===== config.mk =====
export PLATFORM = sky130hd
export DESIGN_NAME = multicycle_control_flat
export DESIGN_NICKNAME = d
export VERILOG_FILES = /design/src/rtl/multicycle_control_if.sv /design/src/rtl/multicycle_control.sv /design/src/flat_wrapper.sv
export SDC_FILE = /design/constraint.sdc
export NUM_CORES = 1
export LEC_CHECK = 0
export CORE_ASPECT_RATIO = 0.9
export CORE_MARGIN = 3
export CORE_UTILIZATION = 36
export CTS_CLUSTER_DIAMETER = 100
export DETAILED_ROUTE_END_ITERATION = 10
export PLACE_DENSITY_LB_ADDON = 0.2
export SYNTH_ARGS = -nofsm -noshare
export SYNTH_HDL_FRONTEND = slang
export SYNTH_SLANG_ARGS = --single-unit

===== constraint.sdc =====
create_clock -name clk -period 2.76 [get_ports clk]
set_input_delay 0.69 -clock clk [delete_from_list [all_inputs] [get_ports clk]]
set_output_delay 0.69 -clock clk [all_outputs]
set_load 0.03 [all_outputs]

===== src/rtl/multicycle_control_if.sv =====
// multicycle_control_if: control-unit bus between the IR/datapath (slave) and the sequencer (master)
interface multicycle_control_if #(
  parameter int OPCODE_W = 3,
  parameter int CNT_W = 16
);
  logic [OPCODE_W-1:0] opcode;
  logic zero;
  logic mem_ready;
  logic pc_write;
  logic [1:0] pc_src;
  logic ir_write;
  logic iord;
  logic mem_read;
  logic mem_write;
  logic alu_src;
  logic reg_write;
  logic reg_dst;
  logic mem_to_reg;
  logic branch;
  logic jump;
  logic [2:0] state;
  logic instr_done;
  logic halted;
  logic [CNT_W-1:0] instr_count;
  modport master (
    input opcode, zero, mem_ready,
    output pc_write, pc_src, ir_write, iord, mem_read, mem_write, alu_src,
    output reg_write, reg_dst, mem_to_reg, branch, jump, state, instr_done, halted, instr_count
  );
  modport slave (
    output opcode, zero, mem_ready,
    input pc_write, pc_src, ir_write, iord, mem_read, mem_write, alu_src,
    input reg_write, reg_dst, mem_to_reg, branch, jump, state, instr_done, halted, instr_count
  );
endinterface


===== src/rtl/multicycle_control.sv =====
// multicycle_control: FETCH/DECODE/EXEC/MEM/WB sequencer with mem wait states, HALT and retire counter.
// Optional ILLEGAL_TRAP_EN sends opcodes >= 8 to TRAP instead of running them as NOP.
module multicycle_control #(
  parameter int OPCODE_W = 3,
  parameter int CNT_W = 16
) (
  input logic clk,
  input logic reset,
  multicycle_control_if.master bus
);
  typedef enum logic [2:0] {
    FETCH  = 3'd0,
    DECODE = 3'd1,
    EXEC   = 3'd2,
    MEM    = 3'd3,
    WB     = 3'd4,
    HALT   = 3'd5,
    TRAP   = 3'd6
  } state_e;
  state_e state_q, state_d;
  logic [OPCODE_W-1:0] op_q, op_d;
  logic [CNT_W-1:0] cnt_q;
  logic dec_illegal, op_illegal, dec_halt, done;
  logic is_r, is_lw, is_sw, is_beq, is_addi, is_j;
  // Only codes with a bit set above bit 2 are illegal; a 3-bit opcode has none.
  if (OPCODE_W > 3) begin : g_wide
    assign dec_illegal = |bus.opcode[OPCODE_W-1:3];
    assign op_illegal = |op_q[OPCODE_W-1:3];
  end else begin : g_narrow
    assign dec_illegal = 1'b0;
    assign op_illegal = 1'b0;
  end
  assign dec_halt = !dec_illegal && bus.opcode[2:0] == 3'd7;
  assign is_r = !op_illegal && op_q[2:0] == 3'd0;
  assign is_lw = !op_illegal && op_q[2:0] == 3'd1;
  assign is_sw = !op_illegal && op_q[2:0] == 3'd2;
  assign is_beq = !op_illegal && op_q[2:0] == 3'd3;
  assign is_addi = !op_illegal && op_q[2:0] == 3'd4;
  assign is_j = !op_illegal && op_q[2:0] == 3'd5;
  always_comb begin
    state_d = state_q;
    op_d = op_q;
    done = 1'b0;
    bus.pc_write = 1'b0;
    bus.pc_src = 2'd0;
    bus.ir_write = 1'b0;
    bus.iord = 1'b0;
    bus.mem_read = 1'b0;
    bus.mem_write = 1'b0;
    bus.alu_src = 1'b0;
    bus.reg_write = 1'b0;
    bus.reg_dst = 1'b0;
    bus.mem_to_reg = 1'b0;
    bus.branch = 1'b0;
    bus.jump = 1'b0;
    bus.halted = 1'b0;
    // Everything stays quiet while reset is asserted, whatever the state.
    if (!reset) begin
      case (state_q)
        FETCH: begin
          bus.mem_read = 1'b1;
          bus.ir_write = bus.mem_ready;
          bus.pc_write = bus.mem_ready;
          state_d = bus.mem_ready ? DECODE : FETCH;
        end
        DECODE: begin
          op_d = bus.opcode;
          done = dec_halt;
`ifdef ILLEGAL_TRAP_EN
          state_d = dec_halt ? HALT : dec_illegal ? TRAP : EXEC;
`else
          state_d = dec_halt ? HALT : EXEC;
`endif
        end
        EXEC: begin
          bus.alu_src = is_lw || is_sw || is_addi;
          bus.branch = is_beq;
          bus.jump = is_j;
          bus.pc_src = is_beq ? 2'd1 : is_j ? 2'd2 : 2'd0;
          bus.pc_write = (is_beq && bus.zero) || is_j;
          done = !(is_r || is_lw || is_sw || is_addi);
          state_d = (is_lw || is_sw) ? MEM : (is_r || is_addi) ? WB : FETCH;
        end
        MEM: begin
          bus.iord = 1'b1;
          bus.alu_src = 1'b1;
          bus.mem_read = is_lw;
          bus.mem_write = !is_lw;
          done = !is_lw && bus.mem_ready;
          state_d = !bus.mem_ready ? MEM : is_lw ? WB : FETCH;
        end
        WB: begin
          bus.reg_write = 1'b1;
          bus.reg_dst = is_r;
          bus.mem_to_reg = is_lw;
          done = 1'b1;
          state_d = FETCH;
        end
        HALT, TRAP: bus.halted = 1'b1;
        default: state_d = FETCH;
      endcase
    end
  end
  always_ff @(posedge clk) begin
    if (reset) begin
      state_q <= FETCH;
      op_q <= '0;
      cnt_q <= '0;
    end else begin
      state_q <= state_d;
      op_q <= op_d;
      cnt_q <= cnt_q + CNT_W'(done);
    end
  end
  assign bus.state = state_q;
  assign bus.instr_done = done;
  assign bus.instr_count = cnt_q;
endmodule


===== src/flat_wrapper.sv =====
// flat-port wrapper written by rule: the top's interface ports become plain ports
module multicycle_control_flat 
#(
  parameter int OPCODE_W = 3,
  parameter int CNT_W = 16
)
  (clk, reset, bus_opcode, bus_zero, bus_mem_ready, bus_pc_write, bus_pc_src, bus_ir_write, bus_iord, bus_mem_read, bus_mem_write, bus_alu_src, bus_reg_write, bus_reg_dst, bus_mem_to_reg, bus_branch, bus_jump, bus_state, bus_instr_done, bus_halted, bus_instr_count);
  multicycle_control_if #(.OPCODE_W(OPCODE_W), .CNT_W(CNT_W)) bus_i ();
  input logic clk;
  input logic reset;
  input wire logic [$bits(bus_i.opcode)-1:0] bus_opcode;
  input wire logic [$bits(bus_i.zero)-1:0] bus_zero;
  input wire logic [$bits(bus_i.mem_ready)-1:0] bus_mem_ready;
  output wire logic [$bits(bus_i.pc_write)-1:0] bus_pc_write;
  output wire logic [$bits(bus_i.pc_src)-1:0] bus_pc_src;
  output wire logic [$bits(bus_i.ir_write)-1:0] bus_ir_write;
  output wire logic [$bits(bus_i.iord)-1:0] bus_iord;
  output wire logic [$bits(bus_i.mem_read)-1:0] bus_mem_read;
  output wire logic [$bits(bus_i.mem_write)-1:0] bus_mem_write;
  output wire logic [$bits(bus_i.alu_src)-1:0] bus_alu_src;
  output wire logic [$bits(bus_i.reg_write)-1:0] bus_reg_write;
  output wire logic [$bits(bus_i.reg_dst)-1:0] bus_reg_dst;
  output wire logic [$bits(bus_i.mem_to_reg)-1:0] bus_mem_to_reg;
  output wire logic [$bits(bus_i.branch)-1:0] bus_branch;
  output wire logic [$bits(bus_i.jump)-1:0] bus_jump;
  output wire logic [$bits(bus_i.state)-1:0] bus_state;
  output wire logic [$bits(bus_i.instr_done)-1:0] bus_instr_done;
  output wire logic [$bits(bus_i.halted)-1:0] bus_halted;
  output wire logic [$bits(bus_i.instr_count)-1:0] bus_instr_count;
  assign bus_i.opcode = bus_opcode;
  assign bus_i.zero = bus_zero;
  assign bus_i.mem_ready = bus_mem_ready;
  assign bus_pc_write = bus_i.pc_write;
  assign bus_pc_src = bus_i.pc_src;
  assign bus_ir_write = bus_i.ir_write;
  assign bus_iord = bus_i.iord;
  assign bus_mem_read = bus_i.mem_read;
  assign bus_mem_write = bus_i.mem_write;
  assign bus_alu_src = bus_i.alu_src;
  assign bus_reg_write = bus_i.reg_write;
  assign bus_reg_dst = bus_i.reg_dst;
  assign bus_mem_to_reg = bus_i.mem_to_reg;
  assign bus_branch = bus_i.branch;
  assign bus_jump = bus_i.jump;
  assign bus_state = bus_i.state;
  assign bus_instr_done = bus_i.instr_done;
  assign bus_halted = bus_i.halted;
  assign bus_instr_count = bus_i.instr_count;
  multicycle_control #(.OPCODE_W(OPCODE_W), .CNT_W(CNT_W)) u_core (.clk(clk), .reset(reset), .bus(bus_i));
endmodule

==> out/results.txt <==
Status: finished clean
H-tree depth: 1
Switch Pwr: 0.213 mW
Reg power frac: 0.440
P_int: 0.582 mW
Worst-margin pin slew: 0.512 ns
Vias in the first global route: 1226
Placement Cell Area: 1740 sq um
Worst slew margin: 0.650
GRT Residual Overflow: 0
Antenna diode count: 0
Clock root buffer: clkbuf_8
Comb power frac: 0.177
Pre-CTS setup slack: -0.394 ns
Largest net degree at the start of global routing: 25
Die area: 4150 sq um
Drt wl/cell: 14.5 um
Setup violators final: 0
Fraction of registers with async set/reset: 0
Num ports: 41
PwrDens: 407 nW/um^2
WP data arrival: 1.92 ns
VDD IR max: 287 uV
Dpl hpwl: 2430 um
Die H: 61.4 um
Setup crit start kind: primary input
Cell area after layout: 1960 sq um
Critical setup path kind: in -> out
Starting density of the core: 0.389
Initial antenna violation count: 0
Final WL: 3530 um
Proportion of layout cells with a drive suffix above 1: 0.308
Unrepaired setup endpoints after global routing: false
Top cell type's share of synthesized area: 0.358
Cts hold-fix bufs: 0
Antenna viol nets, final: 0
CP top delay family: simple AND/OR/NAND/NOR gates
Largest cells by area after synthesis: dfxtp_1 (36%), nor2_1 (7.3%), xnor2_1 (7.1%), ha_1 (3.1%), nand3_1 (2.9%)
Num CTS Buffers: 3
Synth Area per Inst: 8.19 sq um
Seq cells post-synth: 22
Worst setup margin: 0.146 ns
Detailed router's first-iteration violation count: 41
Clock sink count: 22
Crit path max fanout: 3
Max_cap viols: 0
Req. time, crit path: 2.07 ns
Clk_skew: 0.00315 ns
GRT Total Usage: 0.172
Hold crit path type: reg -> reg
Clock latency on the worst-skew pair: 0.26 ns
Vias per cell: 5.23
Max incr delay on CP: 0.35 ns
Layout area overhead: 59.2%
Filler cells: 271
Final period utilization: 0.947
Final min period: 2.61 ns
Row count: 19
Post-synth EDFFs: 0
CP Cell Sequence: dlygate4sd2_1 > nand2b_4 > or3_4 > buf_4 > nor4_2 > buf_4
Yosys warns: 0
Syn Nets: 160
CTS tree: yes
1st-pass router iterations: 4
DR DRC count: 0
Gpl congestion: 0.849
Register area: 444 sq um
Mapped Area: 1230 sq um
Distinct cell type count of the synthesized netlist: 44
Port Buffers: 40
Final hold vios: 0
Cell taking the most area after synthesis: dfxtp_1
Die Width: 67.6 um
Sequential fraction of the synthesis area: 0.358
Top FF cell, synth: dfxtp_1
Multi-input gate area: 892 sq um
CTS max path bufs: 2
Most frequent CP cell: buf_4
Via count: 1271
Final Max Slew Viols: 0
Sw Share: 0.268
P_leak: 0.772 nW
Crit path buffers/inverters: 3
Worst setup EP type: output pin
Worst path slowest cell: or3_4
Worst-path clk slew: 0.08 ns
Clock Power Share: 0.383
Final nets: 212
Post-Synthesis Cells: 150
Fmax: 383 MHz
Placeable Area: 3160 sq um
First-pass GRT wire length: 5500 um
-- worst paths after layout --
| kind | slack [ns] | start | depth (start not counted) | to |
|---|---|---|---|---|
| setup reg to reg | 0.20 | u_core.bus.state[1] | 11 | u_core.bus.instr_count[5] |
| hold / removal | 0.55 | u_core.bus.instr_count[14] | 2 | u_core.bus.instr_count[14] |
| setup / recovery | 0.15 | reset | 6 | bus_reg_dst |
| hold reg to reg | 0.55 | u_core.bus.instr_count[14] | 2 | u_core.bus.instr_count[14] |
-- area by class of cell --
type / instances / share of cell area
clock buffer: 3 / 0.0211
clock inverter: 1 / 0.0154
inverter: 2 / 0.00384
multi-input combinational: 118 / 0.456
sequential: 22 / 0.227
tap: 42 / 0.0269
timing repair buffer: 55 / 0.250
-- power groups by stage --
stage | clock [mW] | combinational [mW] | sequential (mW)
after floorplan | 0 | 0.0815 | 0.351
after global placement | 0 | 0.134 | 0.353
after global routing | 0.321 | 0.153 | 0.352
after CTS | 0.310 | 0.139 | 0.348
final | 0.304 | 0.141 | 0.350
after detailed placement | 0 | 0.135 | 0.354
-- through the flow --
step	hold WS [ns]	cells	setup TNS [ns]	total power, mW	util
final	0.548	243	0	0.795	0.619
after global routing	0.571	243	0	0.826	0.619
after CTS	0.514	242	0	0.798	0.591
after detailed placement	0.489	238	-3.78	0.489	0.551
after global placement	0.494	238	-2.78	0.487	0.551
after floorplan	0.597	150	-0.0973	0.433	-
-- worst min-delay path, cell delays in order (launching register included) --
cell	delay (ns)
dfxtp_1	0.35
o41ai_1	0.10
a21oi_2	0.06
-- flip-flops by register name (all words and copies together), names as in the netlist --
signal and flops:
u_core.op_q 3, u_core.bus.state 3, u_core.bus.instr_count 16
-- layout by cell type, fill, tap and decap left out, drive strengths merged, types with 2 or more instances in the layout --
master and n:
a21oi 6, and3 3, buf 30, clkbuf 3
clkdlybuf4s50 20, dfxtp 22, dlygate4sd2 2, dlymetal6s2s 3
ha 3, inv 2, nand2 9, nand2b 5
nand3 9, nand3b 3, nor2 25, nor2b 3
nor3 6, nor3b 3, nor4 5, o21ai 4
o22ai 2, or3 2, or3b 2, xnor2 10
xor2 2
-- synth_stat cells (3+ instances only) --
cell      number
nand3_1        7
nor2b_1        3
nand2_1        9
nor3_1         5
nand3b_1       3
xnor2_1       10
nand2b_1       5
dfxtp_1       22
nor4_1         5
a21oi_1        6
nor2_1        24
clkbuf_1       6
o21ai_0        4
nor3b_1        3
ha_1           3
-- per-layer routing --
layer  up-vias  wire, um  track usage
met5         -         0            0
met1       596      1690        0.234
li1        632         -            -
met2        35      1630        0.280
met3         8       158       0.0292
met4         0        49       0.0491
-- logic make-up after synthesis --
kind of cell | count (synthesis) | share of synthesized area
xor+xnor | 12 | 0.0855
flops | 22 | 0.358
simple gates | 79 | 0.356
buf+inv | 10 | 0.0346
compound gates | 22 | 0.117
mux | 1 | 0.00916
fa+ha+maj | 4 | 0.0387
-- repair_timing --
| item | CTS | global route |
|---|---|---|
| pin swaps | 5 | 9 |
| setup endpoints to repair | 14 | 10 |
| buffers inserted | 0 | 1 |
| gates resized for setup | 14 | 16 |
No activity file was read; power rests on OpenSTA's default activity.
